`src/rtl/mem_pkg.sv`:
```
// rtl/mem_pkg.sv - shared size encodings, store-buffer entry type and access-length helper
package mem_pkg;

  localparam int MEM_AW = 32;

  localparam logic [2:0] MEM_B   = 3'b000;
  localparam logic [2:0] MEM_H   = 3'b001;
  localparam logic [2:0] MEM_W   = 3'b010;
  localparam int         MEM_UNS = 2;

  typedef struct packed {
    logic [MEM_AW-1:0] addr;
    logic [31:0]       wdata;
    logic [2:0]        size;
  } sb_entry_t;

  function automatic logic [2:0] access_len(input logic [2:0] size);
    if (size[1]) return 3'd4;
    else if (size[0]) return 3'd2;
    else return 3'd1;
  endfunction

endpackage

```
`src/rtl/store_buffer_lsu_if.sv`:
```
// rtl/store_buffer_lsu_if.sv - MEM-stage request/response bundle between pipeline and LSU
interface store_buffer_lsu_if #(parameter int AW = 32);

  logic          req_valid;
  logic          req_ready;
  logic          req_we;
  logic [AW-1:0] req_addr;
  logic [31:0]   req_wdata;
  logic [2:0]    req_u_b_h_w;
  logic          rsp_valid;
  logic [31:0]   rsp_rdata;

  modport master (
    output req_valid, req_we, req_addr, req_wdata, req_u_b_h_w,
    input  req_ready, rsp_valid, rsp_rdata
  );

  modport slave (
    input  req_valid, req_we, req_addr, req_wdata, req_u_b_h_w,
    output req_ready, rsp_valid, rsp_rdata
  );

endinterface

```
`src/rtl/store_buffer_lsu_sb_fifo.sv`:
```
// rtl/store_buffer_lsu_sb_fifo.sv - posted-store FIFO exposing every live entry for hazard compare
module sb_fifo
  import mem_pkg::*;
#(
  parameter  int DEPTH = 4,
  localparam int PW    = $clog2(DEPTH),
  localparam int CW    = PW + 1
) (
  input  logic              clk,
  input  logic              rst,
  input  logic              push,
  input  sb_entry_t         push_entry,
  input  logic              pop,
  output sb_entry_t         head,
  output logic [MEM_AW-1:0] entry_addr [DEPTH],
  output logic [2:0]        entry_size [DEPTH],
  output logic [DEPTH-1:0]  valid,
  output logic              full,
  output logic              empty,
  output logic [CW-1:0]     count
);

  sb_entry_t         mem_q [DEPTH];
  sb_entry_t         mem_d [DEPTH];
  logic [PW-1:0]     wr_ptr_q, wr_ptr_d;
  logic [PW-1:0]     rd_ptr_q, rd_ptr_d;
  logic [CW-1:0]     count_q, count_d;

  always_comb begin
    mem_d    = mem_q;
    wr_ptr_d = wr_ptr_q;
    rd_ptr_d = rd_ptr_q;
    count_d  = count_q;
    if (push) begin
      mem_d[wr_ptr_q] = push_entry;
      wr_ptr_d        = wr_ptr_q + 1'b1;
    end
    if (pop) begin
      rd_ptr_d = rd_ptr_q + 1'b1;
    end
    case ({push, pop})
      2'b10:   count_d = count_q + 1'b1;
      2'b01:   count_d = count_q - 1'b1;
      default: count_d = count_q;
    endcase
  end

  always_ff @(posedge clk or posedge rst) begin
    if (rst) begin
      wr_ptr_q <= '0;
      rd_ptr_q <= '0;
      count_q  <= '0;
    end else begin
      wr_ptr_q <= wr_ptr_d;
      rd_ptr_q <= rd_ptr_d;
      count_q  <= count_d;
    end
  end

  // Entry storage is qualified by count, so it needs no reset.
  always_ff @(posedge clk) begin
    mem_q <= mem_d;
  end

  always_comb begin
    for (int i = 0; i < DEPTH; i++) begin
      entry_addr[i] = mem_q[i].addr;
      entry_size[i] = mem_q[i].size;
      valid[i]      = {1'b0, PW'(PW'(i) - rd_ptr_q)} < count_q;
    end
  end

  assign head  = mem_q[rd_ptr_q];
  assign full  = (count_q == CW'(DEPTH));
  assign empty = (count_q == '0);
  assign count = count_q;

endmodule

```
`src/rtl/store_buffer_lsu.sv`:
```
// rtl/store_buffer_lsu.sv - load/store front end: posted store buffer, load priority, overlap stall
// Optional misaligned-access trap under LSU_MISALIGN_TRAP_EN.
module store_buffer_lsu
  import mem_pkg::*;
#(
  parameter int DEPTH = 4,
  parameter int AW    = MEM_AW
) (
  input  logic                clk,
  input  logic                rst,
  store_buffer_lsu_if.slave   bus,
  output logic                sb_empty,
  output logic                misalign_err,
  output logic [AW-1:0]       ram_addra,
  output logic [31:0]         ram_dina,
  output logic                ram_wea,
  output logic [2:0]          ram_u_b_h_w,
  input  logic [31:0]         ram_douta
);

  localparam int CW = $clog2(DEPTH) + 1;

  sb_entry_t         head;
  sb_entry_t         push_entry;
  logic [MEM_AW-1:0] entry_addr [DEPTH];
  logic [2:0]        entry_size [DEPTH];
  logic [DEPTH-1:0]  entry_valid;
  logic              fifo_full, fifo_empty;
  logic [CW-1:0]     fifo_count;
  logic              hazard, trap, load_acc, store_acc, drain;

  // Two accesses collide when their covered word ranges intersect.
  function automatic logic overlaps(input logic [MEM_AW-1:0] a, input logic [2:0] sa,
                                    input logic [MEM_AW-1:0] b, input logic [2:0] sb);
    logic [MEM_AW-1:0] a_end, b_end;
    a_end = a + {{(MEM_AW-3){1'b0}}, access_len(sa)} - 1'b1;
    b_end = b + {{(MEM_AW-3){1'b0}}, access_len(sb)} - 1'b1;
    return (a[MEM_AW-1:2] <= b_end[MEM_AW-1:2]) && (b[MEM_AW-1:2] <= a_end[MEM_AW-1:2]);
  endfunction

  always_comb begin
    hazard = 1'b0;
    for (int i = 0; i < DEPTH; i++) begin
      if (entry_valid[i] && overlaps(entry_addr[i], entry_size[i], bus.req_addr, bus.req_u_b_h_w)) begin
        hazard = 1'b1;
      end
    end
  end

`ifdef LSU_MISALIGN_TRAP_EN
  function automatic logic is_misaligned(input logic [1:0] lsb, input logic [2:0] size);
    if (size[1]) return lsb != 2'b00;
    else if (size[0]) return lsb[0];
    else return 1'b0;
  endfunction

  assign trap = bus.req_valid & is_misaligned(bus.req_addr[1:0], bus.req_u_b_h_w);
`else
  assign trap = 1'b0;
`endif

  // A store only drains when no request is taken, so back-to-back stores fill the buffer.
  assign load_acc  = bus.req_valid & ~bus.req_we & ~hazard & ~trap;
  assign store_acc = bus.req_valid &  bus.req_we & ~fifo_full & ~trap;
  assign drain     = ~fifo_empty & ~load_acc & ~store_acc & ~trap;

  assign push_entry = '{addr: bus.req_addr, wdata: bus.req_wdata, size: bus.req_u_b_h_w};

  sb_fifo #(.DEPTH(DEPTH)) u_sb_fifo (
    .clk        (clk),
    .rst        (rst),
    .push       (store_acc),
    .push_entry (push_entry),
    .pop        (drain),
    .head       (head),
    .entry_addr (entry_addr),
    .entry_size (entry_size),
    .valid      (entry_valid),
    .full       (fifo_full),
    .empty      (fifo_empty),
    .count      (fifo_count)
  );

  assign bus.req_ready = load_acc | store_acc | trap;
  assign bus.rsp_valid = load_acc;
  assign bus.rsp_rdata = ram_douta;

  assign ram_wea      = drain;
  assign ram_addra    = load_acc ? bus.req_addr : head.addr;
  assign ram_u_b_h_w  = load_acc ? bus.req_u_b_h_w : head.size;
  assign ram_dina     = head.wdata;
  assign sb_empty     = (fifo_count == '0);
  assign misalign_err = trap;

endmodule

```
`src/flat_wrapper.sv`:
```
// flat-port wrapper written by rule: the top's interface ports become plain ports
module store_buffer_lsu_flat import mem_pkg::*;
#(
  parameter int DEPTH = 4,
  parameter int AW    = MEM_AW
)
  (clk, rst, sb_empty, misalign_err, ram_addra, ram_dina, ram_wea, ram_u_b_h_w, ram_douta, bus_req_valid, bus_req_we, bus_req_addr, bus_req_wdata, bus_req_u_b_h_w, bus_req_ready, bus_rsp_valid, bus_rsp_rdata);
  store_buffer_lsu_if #(.AW(AW)) bus_i ();
  input  logic clk;
  input  logic rst;
  output logic sb_empty;
  output logic misalign_err;
  output logic [AW-1:0] ram_addra;
  output logic [31:0] ram_dina;
  output logic ram_wea;
  output logic [2:0] ram_u_b_h_w;
  input  logic [31:0] ram_douta;
  input wire logic [$bits(bus_i.req_valid)-1:0] bus_req_valid;
  input wire logic [$bits(bus_i.req_we)-1:0] bus_req_we;
  input wire logic [$bits(bus_i.req_addr)-1:0] bus_req_addr;
  input wire logic [$bits(bus_i.req_wdata)-1:0] bus_req_wdata;
  input wire logic [$bits(bus_i.req_u_b_h_w)-1:0] bus_req_u_b_h_w;
  output wire logic [$bits(bus_i.req_ready)-1:0] bus_req_ready;
  output wire logic [$bits(bus_i.rsp_valid)-1:0] bus_rsp_valid;
  output wire logic [$bits(bus_i.rsp_rdata)-1:0] bus_rsp_rdata;
  assign bus_i.req_valid = bus_req_valid;
  assign bus_i.req_we = bus_req_we;
  assign bus_i.req_addr = bus_req_addr;
  assign bus_i.req_wdata = bus_req_wdata;
  assign bus_i.req_u_b_h_w = bus_req_u_b_h_w;
  assign bus_req_ready = bus_i.req_ready;
  assign bus_rsp_valid = bus_i.rsp_valid;
  assign bus_rsp_rdata = bus_i.rsp_rdata;
  store_buffer_lsu #(.DEPTH(DEPTH), .AW(AW)) u_core (.clk(clk), .rst(rst), .bus(bus_i), .sb_empty(sb_empty), .misalign_err(misalign_err), .ram_addra(ram_addra), .ram_dina(ram_dina), .ram_wea(ram_wea), .ram_u_b_h_w(ram_u_b_h_w), .ram_douta(ram_douta));
endmodule
```
`config.mk`:
```
export PLATFORM = sky130hd
export DESIGN_NAME = store_buffer_lsu_flat
export DESIGN_NICKNAME = d
export VERILOG_FILES = /design/src/rtl/mem_pkg.sv /design/src/rtl/store_buffer_lsu_if.sv /design/src/rtl/store_buffer_lsu_sb_fifo.sv /design/src/rtl/store_buffer_lsu.sv /design/src/flat_wrapper.sv
export SDC_FILE = /design/constraint.sdc
export NUM_CORES = 1
export LEC_CHECK = 0
export BUFFER_PORTS_ARGS = -buffer_cell sky130_fd_sc_hd__buf_2
export CORE_ASPECT_RATIO = 0.75
export CORE_MARGIN = 4
export CORE_UTILIZATION = 45
export DETAILED_ROUTE_END_ITERATION = 12
export PLACE_DENSITY_LB_ADDON = 0.1
export RECOVER_POWER = 100
export SLEW_MARGIN = 20
export SYNTH_ARGS = -nofsm -noshare
export SYNTH_HDL_FRONTEND = slang
export SYNTH_SLANG_ARGS = --single-unit
```
`constraint.sdc`:
```
create_clock -name clk -period 18.4 [get_ports clk]
set_input_delay 0.92 -clock clk [delete_from_list [all_inputs] [get_ports clk]]
set_output_delay 0.92 -clock clk [all_outputs]
set_load 0.02 [all_outputs]
```
# Word-level counts from Yosys, hierarchy flattened
# Index checks and enable logic that the tools add are counted.
[word_totals]
register_bits = 275
latchBits = 0
mem_bits_rw = 0
rom_bits = 0
in_bits = 103
output_inout_bits = 104
wordCells = 100
n_memories = 0
[classes]
n_addsub = 18
multipliers = 0
div_mod_pow = 0
n_lt_le_gt_ge = 15
n_eq_ne = 3
shifts = 0
n_mux = 23
bitwise = 15
reduce_logical = 11
[op_table]
columns = ["cell", "n"]
rows = [
  ["bitwise mux 268 bit", 1],
  ["less-or-equal comparator 30 bit", 8],
  ["two-way mux 67 bit", 3],
  ["adder 32 x 3 -> 32 bit", 5],
  ["subtractor 32 x 1 -> 32 bit (second input constant)", 5],
  ["binary-select mux 67 bit (select 2 bit)", 1],
  ["demux 67 bit (select 2 bit)", 1],
  ["two-way mux 32 bit", 1],
  ["two-way mux 3 bit", 6],
  ["less-than comparator 2 x 3 -> 1 bit", 4],
  ["two-way mux 2 bit", 5],
  ["logical AND 1 bit", 9],
  ["AND 1 bit", 6],
  [">= comparator 3 bit (second input constant)", 2],
  ["NOT 1 bit", 6],
  ["NOT 2 -> 3 bit", 2],
  ["case mux 3 bit (2 select lines)", 1],
  ["adder 2 x 1 -> 2 bit (second input constant)", 2],
  ["two-way mux 1 bit", 4],
  ["subtractor 1 x 2 -> 2 bit (first input constant)", 2],
  ["subtractor 2 bit (first input constant)", 2],
  ["adder 3 x 1 -> 3 bit (second input constant)", 1],
  ["== test 3 bit (second input constant)", 1],
  ["zero test 3 bit", 1],
  ["other kinds (6)", 6],
]

# Longest topological paths before layout
[depth]
depth_word = 18
depth_mapped = 31
depth_no_buf = 31

# Hierarchy
# A second synthesis with hierarchy kept.
[unflattened]
cells_unflattened = 2467
area_unflattened_um2 = 25430.6
[by_module_without_submodules]
columns = ["mod", "n_inst", "cells_per_inst", "area_each_um2", "seq_area_each_um2"]
rows = [
  ["store_buffer_lsu", 1, 1922, 14112.3, 0.0],
  ["sb_fifo", 1, 545, 11318.4, 8222.9],
]

# Least setup slack after synthesis
# No wires, ideal clock.
[synth_path]
kind = "input-to-output"
startpoint = "input port bus_req_addr[2]"
endpoint = "output port ram_addra[10]"
arrival_ns = 6.162
required_ns = 17.480
slack_ns = 11.318
stages = 26
path_buffers = 1
cell_sequence = "inv_1 ha_1 inv_1 ha_1 and3b_1 a221o_1 a32oi_2 a21oi_1 o21a_1 o21a_1 o21a_1 or2_2 xnor2_1 ha_1 nand3_1 nor2_1 o2111ai_1 a31o_2 o21a_1 nor2_1 a311oi_1 o311a_1 a2111oi_4 nand2_2 buf_2 o21ai_0"
[synth_between]
elab_chain_cells = 12
word_cells_on_any_way = 25
classes_between = "add/sub (2); order compare (8); mux (5); bitwise (2); reduce/logical (8)"
[synth_rtl]
columns = ["item", "line_no", "rtl"]
rows = [
  ["start: declaration", "flat_wrapper.sv:20", "input wire logic [$bits(bus_i.req_addr)-1:0] bus_req_addr;"],
  ["adder 32 x 3 -> 32 bit", "store_buffer_lsu.sv:37", "b_end = b + {{(MEM_AW-3){1'b0}}, access_len(sb)} - 1'b1;"],
  ["subtractor 32 x 1 -> 32 bit", "store_buffer_lsu.sv:37", ""],
  ["less-or-equal comparator 30 bit", "store_buffer_lsu.sv:38", "return (a[MEM_AW-1:2] <= b_end[MEM_AW-1:2]) && (b[MEM_AW-1:2] <= a_end[MEM_AW-1:2]);"],
  ["logical AND 1 bit", "store_buffer_lsu.sv:38", ""],
  ["logical AND 1 bit", "store_buffer_lsu.sv:44", "if (entry_valid[i] && overlaps(entry_addr[i], entry_size[i], bus.req_addr, bus.req_u_b_h_w)) begin"],
  ["two-way mux 1 bit (3 in series)", "store_buffer_lsu.sv:44", ""],
  ["two-way mux 1 bit (*)", "store_buffer_lsu.sv:44", ""],
  ["NOT 1 bit (*)", "store_buffer_lsu.sv:63", "assign load_acc = bus.req_valid & ~bus.req_we & ~hazard & ~trap;"],
  ["AND 1 bit (*)", "store_buffer_lsu.sv:63", ""],
  ["two-way mux 32 bit (*)", "store_buffer_lsu.sv:89", "assign ram_addra = load_acc ? bus.req_addr : head.addr;"],
  ["end: declaration", "flat_wrapper.sv:13", "output logic [AW-1:0] ram_addra;"],
]
# Mark *: on every way between the ends. The rest lies on a longest branch, timed or not.

# Worst setup path after layout
[layout_path]
startpoint = "register u_core.u_sb_fifo.mem_q, in the netlist u_core.u_sb_fifo.entry_size[10]"
endpoint = "output port ram_addra[18]"
[layout_between]
elab_chain_cells = 13
[layout_rtl]
columns = ["item", "line_no", "rtl"]
rows = [
  ["start: declaration", "store_buffer_lsu_sb_fifo.sv:23", "sb_entry_t mem_q [DEPTH];"],
  ["start signal: assignment", "store_buffer_lsu_sb_fifo.sv:62", "mem_q <= mem_d;"],
  ["two-way mux 3 bit", "mem_pkg.sv:18", "if (size[1]) return 3'd4;"],
  ["adder 32 x 3 -> 32 bit", "store_buffer_lsu.sv:36", "a_end = a + {{(MEM_AW-3){1'b0}}, access_len(sa)} - 1'b1;"],
  ["subtractor 32 x 1 -> 32 bit", "store_buffer_lsu.sv:36", ""],
  ["less-or-equal comparator 30 bit", "store_buffer_lsu.sv:38", ""],
  ["logical AND 1 bit", "store_buffer_lsu.sv:38", ""],
  ["logical AND 1 bit", "store_buffer_lsu.sv:44", ""],
  ["two-way mux 1 bit (4 in series)", "store_buffer_lsu.sv:44", ""],
  ["NOT 1 bit", "store_buffer_lsu.sv:63", ""],
  ["AND 1 bit", "store_buffer_lsu.sv:63", ""],
  ["two-way mux 32 bit", "store_buffer_lsu.sv:89", ""],
]
# No other way between the ends.

==> results by group <==
Placed design
  – Post-detail-place hpwl: 57670 um
  – DP Area: 25620 um2
  – Final GP Congestion: 0.9378
  – I/O Buffers: 141

Yosys
  – Sequential area share after synthesis: 0.3381
  – Register bit total from synthesis: 275
  – Yosys top cell by area: edfxtp_1
  – Syn Area/Cell: 10.26 um2
  – Syn nets: 2874
  – Post-Syn Area: approximately 24000 um2
  – YS warnings: 0
  – Ys flop type: edfxtp_1
  – Synth top area cells: edfxtp_1 33%, ha_1 20%, mux4_2 6.2%, inv_1 3.8%, a21oi_1 3.8%
  – Post-synth EDFFs: 268
  – Synth async-reset ratio: 0.02545
  – Synthesized netlist cell count: between 2000 and 2500
  – Post-synthesis cell type count: 89
  – Synth top area share: 0.3309

Critical path
  – CP Class: flip-flop to primary output
  – Worst R2R Path Depth: 27
  – Startpoint types: flip-flop
  – Slowest stage delay, CP: 1.21 ns
  – Critical-path maximum fanout: 39
  – Worst endpoint required time: 17.48 ns
  – Cell mode on critical path: nand2_1
  – Arr. time, crit path: 8.85 ns
  – Crit end category: primary output
  – Slowest cell on the critical path: nand2_1

Clock network
  – CTS tree: built
  – Clock transition at path regs: 0.06 ns
  – Clock Tree Buf Depth: 3
  – Sink Count: about 280
  – Htree depth: 2
  – Hold Buf Count CTS: 0
  – Postcts setup bufs: 0
  – Clock latency on the worst-skew pair: around 0.56 ns
  – Post_cts resized: 0
  – Total CTS buffers: 34
  – CTS Root Cell: clkbuf_16

Detailed routing
  – Via/cell ratio: 5.996
  – 1st-iter DRT viols: 1722
  – Detailed-route via count: just under 20000
  – Initial DRT Pass Iterations: 5
  – Post-route DRC: 0
  – Routed wire length: 72230 um
  – Routed Antenna Nets: 0
  – Average wire per standard cell: 22.40 um

Pwr
  – Total design power: 3.044 mW
  – Cell Pwr Density: 115.0 nW/um2
  – Sw power: 1.295 mW
  – Worst vdd ir: between 0.0001 and 0.00015 V
  – Sequential share of power: 0.288
  – Combinational share of power: 0.498
  – Switching share of total power: 0.4256
  – Clock share of power: 0.214
  – Int Power: 1.748 mW
  – Static leakage: 11.15 nW

STA
  – Setup TNS: 0 ns
  – Fin Clk Skew: 0.02403 ns
  – Min cycle time layout: 9.765 ns
  – Final Max Slew Viols: 394
  – Final setup fails: 0
  – Period utilization: 0.5307
  – Hold Vio Cnt, Final: 0
  – Hold Slack: 0.2879 ns
  – RSZ-0062 raised after global routing: no
  – Max Freq: 102.4 MHz
  – Worst relative slew slack: -2.208
  – Slew @ Worst Pin: ~4.8 ns

Die
  – Die Width: 276.5 um
  – Die Ht: between 200 and 250 um
  – # rows: 73
  – Initial Utilization: 0.4568
  – Number of top-level pins: 207
  – Total die area: 57870 um2
  – CORE AREA: 53250 um2

Final layout
  – Final Util: 0.4972
  – P&R area growth vs syn: 8.864%
  – Multi-input gate area: 14770 um2
  – Fin area: about 26000 um2
  – Fin nets: 2994
  – Fill count: 4884
  – Storage element area: 8227 um2
  – Share of layout cells above drive strength 1: 0.07129

Global routing
  – Largest net degree at the start of global routing: 68
  – First-pass GRT wire length: 108500 um
  – Congestion Overflow GR: 0
  – Initial antenna violation count: 1
  – Global-route usage over all layers: 0.2414
  – Vias in the first global route: 19000

Min path
  – Worst hold path class: input pin to async pin

Job
  – Max_cap viols: 10

Status
  – Status: finished, violations left
  – Failing checks: capacitance limit, slew limit
-- worst max-delay path: cells and delay by family, from the launching register on --
kind / cells / cell delay [ns]
AND/OR/NAND/NOR: 11 / 3.26
buffers and inverters: 2 / 0.38
AO/OA/AOI/OAI: 11 / 3.08
XOR/XNOR: 1 / 0.15
adder cells (fa/ha/maj): 3 / 1.01
flip-flops: 1 / 0.40
-- routing by layer --
metal  global-route usage  wire length [um]  up-vias  part of all wire
met5                    0                52        -           0.00072
met3              0.04893              5140      100             0.071
met1               0.3644             35570     9426              0.49
met4              0.05930              1586        2             0.022
li1                     -                 -     9189                 -
met2               0.3552             29880      615              0.41
-- cell families (layout without fill, tap and decap cells) --
| kind of cell | Yosys count | count (layout) | share of synthesized area |
|---|---|---|---|
| multiplexers | 73 | 73 | 0.06538 |
| adder cells (fa/ha/maj) | 402 | 402 | 0.2086 |
| other | 1 | 2 | 0.0001542 |
| buffers and inverters | 314 | 455 | 0.05438 |
| flip-flops | 275 | 275 | 0.3381 |
| AND/OR/NAND/NOR | 512 | 512 | 0.1082 |
| AO/OA/AOI/OAI | 650 | 650 | 0.1704 |
| XOR/XNOR | 143 | 143 | 0.05484 |
-- worst paths after layout --
path	start	endpoint	slack, ns
setup / recovery	u_core.u_sb_fifo.entry_size[10]$_DFFE_PP_	ram_addra[18]	8.63
hold / removal	rst	u_core.u_sb_fifo.count[1]$_DFFE_PP0P_	0.29
setup reg to reg	u_core.u_sb_fifo.entry_size[10]$_DFFE_PP_	u_core.u_sb_fifo.count[0]$_DFFE_PP0P_	10.32
hold reg to reg	u_core.u_sb_fifo.wr_ptr_q[0]$_DFFE_PP0P_	u_core.u_sb_fifo.wr_ptr_q[0]$_DFFE_PP0P_	0.63
max in group asynchronous	rst	u_core.u_sb_fifo.rd_ptr_q[1]$_DFFE_PP0P_	17.87
min in group clk	bus_req_wdata[7]	u_core.u_sb_fifo.mem_q[144]$_DFFE_PP_	0.61
-- through the flow --
| stage | worst slack (ns) | instances |
|---|---|---|
| 6_report | 8.635 | 3224 |
| 5_1_grt | 7.874 | 3223 |
| 4_1_cts | 9.128 | 3223 |
| 3_5_place_dp | 9.737 | 3166 |
| 3_3_place_gp | 9.831 | 3166 |
| 2_1_floorplan | 11.32 | 2370 |
-- layout by cell type, fill, tap and decap left out, types with 69 or more instances in the layout --
master and instances:
xnor2_1 69, o21ai_0 144, edfxtp_1 268, clkbuf_1 129, ha_1 395, nand2_1 102, a21oi_1 183, inv_1 249
nor2_1 98, a21o_1 71
-- final cells by class --
cell class | instances | area share
flip-flops and latches | 275 | 0.3107
multi-input cells | 1781 | 0.5579
diodes | 1 | 0.00009451
inverters | 250 | 0.03544
repair buffers | 148 | 0.02221
clock inverters | 20 | 0.007466
well taps | 712 | 0.03365
clock buffers | 37 | 0.03256
-- cells in the mapped netlist, types with 27 or more instances --
library cell,count
a21o_1,71
a21oi_1,183
buf_4,33
edfxtp_1,268
ha_1,395
inv_1,249
mux4_2,67
nand2_1,101
nand2b_1,44
nand3_1,60
nand4_1,47
nor2_1,98
nor2b_1,27
nor3_1,45
o21a_1,49
o21ai_0,134
o21ai_1,30
xnor2_1,69
xor2_1,68
-- power groups by stage --
stage	registers [mW]	clock network, mW	logic, mW
after global routing	0.884	0.697	1.67
after floorplan	0.807	0	1.14
after global placement	0.880	0	1.51
after detailed placement	0.881	0	1.53
after CTS	0.868	0.668	1.54
final	0.876	0.652	1.52
-- state kept, by name, indices dropped and copies added (netlist names) --
signal / count
u_core.u_sb_fifo.wr_ptr_q: 2
u_core.u_sb_fifo.rd_ptr_q: 2
u_core.u_sb_fifo.count: 3
u_core.u_sb_fifo.entry_addr: 128
u_core.u_sb_fifo.mem_q: 128
u_core.u_sb_fifo.entry_size: 12
Power figures use the tool's default switching activity.
